`src/rtl/memory_ctrl_queued_if.sv`:
```
// Request, completion and data-bus signals of the queued load/store unit.
// slave: the controller's view; master: the execute stage plus memory's view.
interface memory_ctrl_queued_if #(
    parameter int DEPTH = 4,
    parameter int TAG_W = 4
);
    localparam int PW = $clog2(DEPTH + 1);

    logic [31:0]      instr;
    logic [31:0]      op1;
    logic [31:0]      op2;
    logic [31:0]      op3;
    logic [TAG_W-1:0] tag;
    logic             enable;
    logic             ready;
    logic             flush;
    logic [PW-1:0]    pending;
    logic [31:0]      result;
    logic             result_valid;
    logic             store_done;
    logic             fault;
    logic [1:0]       fault_code;
    logic [TAG_W-1:0] done_tag;
    logic [31:0]      address;
    logic             read_enable;
    logic [31:0]      read_data;
    logic             read_ack;
    logic             write_enable;
    logic [3:0]       write_byte_enable;
    logic [31:0]      write_data;
    logic             write_ack;

    modport slave (
        input  instr, op1, op2, op3, tag, enable, flush, read_data, read_ack, write_ack,
        output ready, pending, result, result_valid, store_done, fault, fault_code,
               done_tag, address, read_enable, write_enable, write_byte_enable, write_data
    );

    modport master (
        output instr, op1, op2, op3, tag, enable, flush, read_data, read_ack, write_ack,
        input  ready, pending, result, result_valid, store_done, fault, fault_code,
               done_tag, address, read_enable, write_enable, write_byte_enable, write_data
    );
endinterface

```
`src/rtl/memory_ctrl_queued.sv`:
```
// Queued RV32 load/store unit: decodes LW/LH/LHU/LB/LBU/SW/SH/SB, issues one access at a time.
// Latency: push edge N -> strobe N+1 -> ack sampled in WAIT -> done pulse N+3 with a zero-wait bus.
// Backpressure: ready drops when DEPTH requests are queued; pushes while full are dropped.
module memory_ctrl_queued #(
    parameter int DEPTH         = 4,
    parameter int TIMEOUT       = 16,
    parameter int TAG_W         = 4,
    parameter int random_errors = 0
) (
    input  logic clk,
    input  logic rst_n,
    memory_ctrl_queued_if.slave bus
);
    localparam int AW = $clog2(DEPTH);
    localparam int PW = $clog2(DEPTH + 1);
    localparam int TW = $clog2(TIMEOUT + 1);
    localparam logic [6:0] OPC_LOAD  = 7'b0000011;
    localparam logic [6:0] OPC_STORE = 7'b0100011;
    localparam logic [1:0] SZ_B = 2'd0, SZ_H = 2'd1, SZ_W = 2'd2;
    localparam logic [1:0] FC_NONE = 2'd0, FC_MISALIGN = 2'd1, FC_TIMEOUT = 2'd2;

    typedef struct packed {
        logic [1:0]       size;
        logic             sign_ex;
        logic             wr;
        logic             mis;
        logic [29:0]      waddr;
        logic [1:0]       off;
        logic [31:0]      data;
        logic [TAG_W-1:0] tag;
    } req_t;

    typedef enum logic [1:0] {IDLE, ADDR, WAIT, DONE} state_t;

    state_t          state_q, state_d;
    req_t            mem_q [DEPTH];
    req_t            cur_q, cur_d, new_req;
    logic [AW-1:0]   head_q, head_d, tail_q, tail_d;
    logic [PW-1:0]   count_q, count_d, pending_q, pending_d;
    logic [TW-1:0]   tmo_q, tmo_d;
    logic [1:0]      code_q, code_d;
    logic [31:0]     result_q, result_d, err_mask_q;
    logic [31:0]     ea, shifted, load_val;
    logic [2:0]      f3;
    logic            ready_q, ready_d, is_mem, push, pop, ack, active;

    always_comb begin
        ea     = bus.op1 + bus.op2;
        f3     = bus.instr[14:12];
        is_mem = 1'b0;
        // Loads allow funct3 000/001/010/100/101; stores 000/001/010.
        if (bus.instr[6:0] == OPC_LOAD)
            is_mem = (f3[1:0] != 2'b11) && !(f3[2] && f3[1]);
        else if (bus.instr[6:0] == OPC_STORE)
            is_mem = !f3[2] && (f3[1:0] != 2'b11);
        new_req.size    = f3[1:0];
        new_req.sign_ex = !f3[2];
        new_req.wr      = (bus.instr[6:0] == OPC_STORE);
        new_req.mis     = ((f3[1:0] == SZ_W) && (ea[1:0] != 2'b00)) ||
                          ((f3[1:0] == SZ_H) && (ea[1:0] == 2'b11));
        new_req.waddr   = ea[31:2];
        new_req.off     = ea[1:0];
        new_req.data    = bus.op3;
        new_req.tag     = bus.tag;
    end

    assign push = bus.enable & ready_q & is_mem;
    assign ack  = cur_q.wr ? bus.write_ack : bus.read_ack;

    always_comb begin
        shifted = bus.read_data >> {cur_q.off, 3'b000};
        case (cur_q.size)
            SZ_B:    load_val = {{24{cur_q.sign_ex & shifted[7]}}, shifted[7:0]};
            SZ_H:    load_val = {{16{cur_q.sign_ex & shifted[15]}}, shifted[15:0]};
            default: load_val = shifted;
        endcase
    end

    always_comb begin
        state_d  = state_q;
        cur_d    = cur_q;
        code_d   = code_q;
        tmo_d    = tmo_q;
        result_d = result_q;
        pop      = 1'b0;
        case (state_q)
            IDLE: if (count_q != '0 && !bus.flush) begin
                pop     = 1'b1;
                cur_d   = mem_q[head_q];
                code_d  = FC_NONE;
                state_d = ADDR;
            end
            ADDR: if (cur_q.mis) begin
                code_d  = FC_MISALIGN;
                state_d = DONE;
            end else begin
                tmo_d   = '0;
                state_d = WAIT;
            end
            WAIT: if (ack) begin
                state_d = DONE;
                if (!cur_q.wr) result_d = load_val ^ err_mask_q;
            end else if (tmo_q == TW'(TIMEOUT - 1)) begin
                code_d  = FC_TIMEOUT;
                state_d = DONE;
            end else begin
                tmo_d = tmo_q + 1'b1;
            end
            default: state_d = IDLE;
        endcase

        // Flush also swallows a same-cycle push: the tail snaps back to the head.
        head_d  = head_q + AW'(pop);
        tail_d  = tail_q + AW'(push);
        count_d = count_q + PW'(push) - PW'(pop);
        if (bus.flush) begin
            tail_d  = head_q;
            count_d = '0;
        end
        ready_d   = (count_d != PW'(DEPTH));
        pending_d = count_d + PW'(state_d != IDLE);
    end

    always_ff @(posedge clk or negedge rst_n) begin
        if (!rst_n) begin
            state_q   <= IDLE;
            cur_q     <= '0;
            code_q    <= FC_NONE;
            tmo_q     <= '0;
            result_q  <= '0;
            head_q    <= '0;
            tail_q    <= '0;
            count_q   <= '0;
            ready_q   <= 1'b0;
            pending_q <= '0;
            for (int i = 0; i < DEPTH; i++) mem_q[i] <= '0;
        end else begin
            state_q   <= state_d;
            cur_q     <= cur_d;
            code_q    <= code_d;
            tmo_q     <= tmo_d;
            result_q  <= result_d;
            head_q    <= head_d;
            tail_q    <= tail_d;
            count_q   <= count_d;
            ready_q   <= ready_d;
            pending_q <= pending_d;
            if (push) mem_q[tail_q] <= new_req;
        end
    end

`ifdef SYNTHESIS
    assign err_mask_q = '0;
`else
    always_ff @(posedge clk or negedge rst_n) begin
        if (!rst_n)
            err_mask_q <= '0;
        else if (random_errors != 0 && $urandom_range(9) == 0)
            err_mask_q <= 32'd1 << $urandom_range(31);
        else
            err_mask_q <= '0;
    end
`endif

    assign active = (state_q == ADDR) || (state_q == WAIT);

    always_comb begin
        bus.ready             = ready_q;
        bus.pending           = pending_q;
        bus.result            = result_q;
        bus.read_enable       = (state_q == ADDR) && !cur_q.mis && !cur_q.wr;
        bus.write_enable      = (state_q == ADDR) && !cur_q.mis && cur_q.wr;
        bus.address           = active ? {2'b00, cur_q.waddr} : 32'h0;
        bus.write_byte_enable = 4'h0;
        bus.write_data        = 32'h0;
        if (active && cur_q.wr) begin
            case (cur_q.size)
                SZ_B: begin
                    bus.write_byte_enable = 4'h1 << cur_q.off;
                    bus.write_data        = {24'h0, cur_q.data[7:0]} << {cur_q.off, 3'b000};
                end
                SZ_H: begin
                    bus.write_byte_enable = 4'h3 << cur_q.off;
                    bus.write_data        = {16'h0, cur_q.data[15:0]} << {cur_q.off, 3'b000};
                end
                default: begin
                    bus.write_byte_enable = 4'hF;
                    bus.write_data        = cur_q.data;
                end
            endcase
        end
        bus.result_valid = (state_q == DONE) && (code_q == FC_NONE) && !cur_q.wr;
        bus.store_done   = (state_q == DONE) && (code_q == FC_NONE) && cur_q.wr;
        bus.fault        = (state_q == DONE) && (code_q != FC_NONE);
        bus.fault_code   = (state_q == DONE) ? code_q : FC_NONE;
        bus.done_tag     = (state_q == DONE) ? cur_q.tag : '0;
    end
endmodule
```
`src/flat_wrapper.sv`:
```
// flat-port wrapper written by rule: the top's interface ports become plain ports
module memory_ctrl_queued_flat 
#(
    parameter int DEPTH         = 4,
    parameter int TIMEOUT       = 16,
    parameter int TAG_W         = 4,
    parameter int random_errors = 0
)
  (clk, rst_n, bus_instr, bus_op1, bus_op2, bus_op3, bus_tag, bus_enable, bus_flush, bus_read_data, bus_read_ack, bus_write_ack, bus_ready, bus_pending, bus_result, bus_result_valid, bus_store_done, bus_fault, bus_fault_code, bus_done_tag, bus_address, bus_read_enable, bus_write_enable, bus_write_byte_enable, bus_write_data);
  memory_ctrl_queued_if #(.DEPTH(DEPTH), .TAG_W(TAG_W)) bus_i ();
  input  logic clk;
  input  logic rst_n;
  input wire logic [$bits(bus_i.instr)-1:0] bus_instr;
  input wire logic [$bits(bus_i.op1)-1:0] bus_op1;
  input wire logic [$bits(bus_i.op2)-1:0] bus_op2;
  input wire logic [$bits(bus_i.op3)-1:0] bus_op3;
  input wire logic [$bits(bus_i.tag)-1:0] bus_tag;
  input wire logic [$bits(bus_i.enable)-1:0] bus_enable;
  input wire logic [$bits(bus_i.flush)-1:0] bus_flush;
  input wire logic [$bits(bus_i.read_data)-1:0] bus_read_data;
  input wire logic [$bits(bus_i.read_ack)-1:0] bus_read_ack;
  input wire logic [$bits(bus_i.write_ack)-1:0] bus_write_ack;
  output wire logic [$bits(bus_i.ready)-1:0] bus_ready;
  output wire logic [$bits(bus_i.pending)-1:0] bus_pending;
  output wire logic [$bits(bus_i.result)-1:0] bus_result;
  output wire logic [$bits(bus_i.result_valid)-1:0] bus_result_valid;
  output wire logic [$bits(bus_i.store_done)-1:0] bus_store_done;
  output wire logic [$bits(bus_i.fault)-1:0] bus_fault;
  output wire logic [$bits(bus_i.fault_code)-1:0] bus_fault_code;
  output wire logic [$bits(bus_i.done_tag)-1:0] bus_done_tag;
  output wire logic [$bits(bus_i.address)-1:0] bus_address;
  output wire logic [$bits(bus_i.read_enable)-1:0] bus_read_enable;
  output wire logic [$bits(bus_i.write_enable)-1:0] bus_write_enable;
  output wire logic [$bits(bus_i.write_byte_enable)-1:0] bus_write_byte_enable;
  output wire logic [$bits(bus_i.write_data)-1:0] bus_write_data;
  assign bus_i.instr = bus_instr;
  assign bus_i.op1 = bus_op1;
  assign bus_i.op2 = bus_op2;
  assign bus_i.op3 = bus_op3;
  assign bus_i.tag = bus_tag;
  assign bus_i.enable = bus_enable;
  assign bus_i.flush = bus_flush;
  assign bus_i.read_data = bus_read_data;
  assign bus_i.read_ack = bus_read_ack;
  assign bus_i.write_ack = bus_write_ack;
  assign bus_ready = bus_i.ready;
  assign bus_pending = bus_i.pending;
  assign bus_result = bus_i.result;
  assign bus_result_valid = bus_i.result_valid;
  assign bus_store_done = bus_i.store_done;
  assign bus_fault = bus_i.fault;
  assign bus_fault_code = bus_i.fault_code;
  assign bus_done_tag = bus_i.done_tag;
  assign bus_address = bus_i.address;
  assign bus_read_enable = bus_i.read_enable;
  assign bus_write_enable = bus_i.write_enable;
  assign bus_write_byte_enable = bus_i.write_byte_enable;
  assign bus_write_data = bus_i.write_data;
  memory_ctrl_queued #(.DEPTH(DEPTH), .TIMEOUT(TIMEOUT), .TAG_W(TAG_W), .random_errors(random_errors)) u_core (.clk(clk), .rst_n(rst_n), .bus(bus_i));
endmodule
```
`config.mk`:
```
export PLATFORM = sky130hd
export DESIGN_NAME = memory_ctrl_queued_flat
export DESIGN_NICKNAME = d
export VERILOG_FILES = /design/src/rtl/memory_ctrl_queued_if.sv /design/src/rtl/memory_ctrl_queued.sv /design/src/flat_wrapper.sv
export SDC_FILE = /design/constraint.sdc
export NUM_CORES = 1
export LEC_CHECK = 0
export BUFFER_PORTS_ARGS = -buffer_cell sky130_fd_sc_hd__buf_2
export CAP_MARGIN = 10
export CORE_MARGIN = 4
export CORE_UTILIZATION = 45
export CTS_CLUSTER_DIAMETER = 150
export DETAILED_ROUTE_END_ITERATION = 7
export HOLD_SLACK_MARGIN = 0.1
export MAX_ROUTING_LAYER = met4
export PLACE_DENSITY = 0.63
export SETUP_SLACK_MARGIN = 0.15
export SLEW_MARGIN = 5
export SYNTH_ARGS = -nofsm -noshare
export SYNTH_HDL_FRONTEND = slang
export SYNTH_SLANG_ARGS = --single-unit
```
`constraint.sdc`:
```
create_clock -name clk -period 4 [get_ports clk]
set_clock_uncertainty 0.15 [all_clocks]
set_input_delay 0.4 -clock clk [delete_from_list [all_inputs] [get_ports clk]]
set_output_delay 0.4 -clock clk [all_outputs]
set_load 0.05 [all_outputs]
```
==> key figures <==
GRT
  • Routing usage on met2: 0.371
  • Largest net degree at the start of global routing: 96
  • GRT busiest layer: met2
  • Vias in the first global route: 16.0k
  • Met1 usage: 0.310
  • First-pass GRT wire length: 89200 µm
  • GR Util met3: 0.0388
  • Antenna violations before repair: 3
  • Total GRT Usage: 0.230
  • Overflow after GRT: 0

STA
  • Final clock period utilization by the worst path: 0.824
  • Crit path time final: 3.30 ns
  • Setup TNS: 0 ns
  • Fmax achieved: a little over 0.3 GHz
  • Slew HR: 0.451
  • Final setup fails: 0
  • Final Max Slew Viols: 0
  • Final Hold Fails: 0
  • Slew @ Worst Pin: 0.814 ns
  • RSZ-0062 raised after global routing: no
  • WHS: 0.123 ns

Floorplan
  • Die width: approximately 220 µm
  • Rows: 78
  • Die Height: 222 µm
  • Starting Density: 0.454
  • I/O Pins: 285
  • Die ar.: 49200 µm²
  • Core area: about 45000 µm²

Setup path
  • Reg2Reg Launch Point: u_core.cur_q[36]$_DFFE_PN0P_
  • Critical path class: register to output port
  • Worst R2R Setup Slack: approximately 1.2 ns
  • CP required: 3.45 ns
  • CP Launch Type: register
  • CP Capture Type: output port
  • R2R depth: 7
  • CP Max Fanout: 9
  • Reg-to-reg endpoint: u_core.bus.result[25]$_DFFE_PN0P_
  • Critical Path AT: around 2.8 ns

Route
  • Total Routed Length: ~56000 µm
  • Residual DRC: 0
  • Final ANT Viol Nets: 0
  • Via density: 5.42
  • Vias: 15.8k
  • WL per Instance: 19.0 µm
  • Initial DRC count: 1103
  • First-pass DRT Iterations: 5

Job
  • Max-Cap Viols: 0

Power and ir drop
  • Leak pwr: ~12 nW
  • Sw Share: 0.346
  • Net Sw Power: 4.60 mW
  • Pint: 8.69 mW
  • Peak VDD IR: 0.523 mV
  • Comb pwr share: 0.282
  • Clock power frac: 0.316
  • Register share of total power: 0.402
  • PwrDens: 539 nW/µm²

Synth
  • Post-synth EDFFs: 0
  • Post-Syn Area: about 21000 µm²
  • Post-Synthesis Cells: 2002
  • Avg Inst Size Synth: 10.3 µm²
  • Cell variety after synth: 64
  • Yosys warnings: 0
  • FF+latch count, synth: ~420
  • Ys flop type: dfrtp_1
  • Asr flop ratio synth: 1.00
  • Sequential area share after synthesis: 0.507

Clock network
  • H-tree depth: 2
  • CTS tree: built
  • Post-CTS Setup Inserts: 0
  • Worst-skew pair later-pin latency: 0.57 ns
  • Clock root buffer: clkbuf_16
  • CTS resizes: 0
  • TritonCTS Buffers: between 40 and 50
  • Worst-path clk slew: around 0.06 ns
  • CTS max path bufs: 3
  • CTS sink count: between 400 and 500
  • # hold bufs at CTS: 63

Hold path
  • Hold Path Depth: 4
  • Worst hold endpoint: u_core.bus.result[11]$_DFFE_PN0P_
  • Hold Path Class: input pin to register
  • Hold Startpoint: bus_read_data[19]

Final layout
  • Post-layout nets: 2498
  • Layout cell share with drive strength beyond 1: 0.257
  • Commonest non-fill, non-tap cell in the layout: nand2_1
  • Commonest non-fill, non-tap cells in the layout: nand2_1 (560), dfrtp_1 (414), buf_2 (259)
  • Synthesis-to-layout area growth: 20.0%

Placement
  • Final GP Congestion: 0.855
  • Buffers on Ports: 260
  • Final HPWL DP: 36300 µm

Status
  • Status: completed
[synth_stat cells (4+ instances only)]
library cell    n  area [µm²]
nand2_1       562        2110
dfrtp_1       417       10400
o21ai_0       159         796
mux2_2        123        1390
nor2_1        111         417
clkbuf_1       80         300
mux4_2         73        1640
a21oi_1        63         315
and2_1         47         294
ha_1           45         563
buf_2          33         165
mux2i_1        21         210
xnor2_1        18         158
a22oi_1        17         128
nor2b_1        16         100
inv_1          15        56.3
nor3_1         15        75.1
a21o_1         14         105
xor2_1         14         123
o21a_1         13        97.6
nand3_1        12        60.1
buf_1          10        37.5
nand4_1        10        62.6
a32oi_1         9        78.8
o21ai_1         9        45.0
o211ai_1        8        60.1
o22a_1          8        70.1
and3_1          7        43.8
nand2b_1        7        43.8
a211oi_1        5        37.5
a31oi_1         4        25.0
o21bai_1        4        30.0
or2_2           4        25.0
[cell type report]
type / instances / area [µm²]
fill: 3988 / 20600
antenna: 3 / 7.51
timing repair buffer: 357 / 2310
tap: 600 / 751
sequential: 417 / 10400
multi-input combinational: 1445 / 9610
inverter: 15 / 56.3
clock inverter: 14 / 159
clock buffer: 69 / 1340
[critical path, cell delays in order, from the launching register on]
cell     delay (ns)
dfrtp_1        0.48
nor2b_1        0.68
nand2_1        0.10
o21ai_0        0.37
a22oi_1        0.15
nor2_1         0.12
buf_2          0.27
[stage by stage]
stage	instances	total power, mW	worst slack (ns)	cell area (µm²)	utilization
after detailed placement	2771	9.16	0.799	22500	0.498
after global placement	2771	9.08	0.818	22500	0.498
after floorplan	2003	7.95	0.696	20600	-
after CTS	2917	13.4	0.623	24700	0.545
final	2920	13.3	0.702	24700	0.545
after global routing	2920	14.0	0.445	24700	0.545
[worst max-delay path by stage]
stage | endpoint | cells after the start | startpoint
finish | bus_write_data[10] | 6 | u_core.cur_q[71]$_DFFE_PN0P_
global route | bus_write_data[0] | 8 | u_core.state_q[0]$_DFF_PN0_
CTS | bus_write_data[0] | 8 | u_core.state_q[0]$_DFF_PN0_
detailed placement | u_core.mem_q[137]$_DFFE_PN0P_ | 12 | bus_op2[0]
global placement | u_core.mem_q[283]$_DFFE_PN0P_ | 12 | bus_op2[0]
floorplan | u_core.bus.pending[2]$_DFF_PN0_ | 12 | u_core.state_q[0]$_DFF_PN0_
[logic make-up (layout without fill, tap and decap cells)]
logic type | Yosys count | count (layout) | synth area share
multiplexers | 217 | 217 | 0.157
adder cells (fa/ha/maj) | 47 | 47 | 0.0293
other | 1 | 5 | 0.000182
AO/OA/AOI/OAI | 333 | 333 | 0.0968
XOR/XNOR | 33 | 33 | 0.0144
AND/OR/NAND/NOR | 813 | 813 | 0.166
buffers and inverters | 141 | 455 | 0.0282
flip-flops | 417 | 417 | 0.507
[flip-flops by register name (all words and copies together), names as in the netlist]
signal	count
u_core.head_q	2
u_core.bus.pending	3
u_core.tmo_q	5
u_core.mem_q	292
u_core.bus.ready	1
u_core.cur_q	73
u_core.state_q	2
u_core.tail_q	2
u_core.bus.result	32
u_core.code_q	2
u_core.count_q	3
[power groups by stage]
| stage | clock, mW | combinational [mW] | sequential, mW |
|---|---|---|---|
| 6_report | 4.20 | 3.74 | 5.34 |
| 5_1_grt | 4.48 | 4.07 | 5.43 |
| 4_1_cts | 4.29 | 3.80 | 5.35 |
| 3_5_place_dp | 0 | 3.73 | 5.42 |
| 3_3_place_gp | 0 | 3.68 | 5.40 |
| 2_1_floorplan | 0 | 2.19 | 5.75 |
[metal layers]
layer / up-vias / part of all wire
met5: - / 0
met1: 7857 / 0.44
met2: 452 / 0.48
met3: 81 / 0.056
li1: 7440 / -
met4: 0 / 0.020
(Power assumes the default switching activity.)
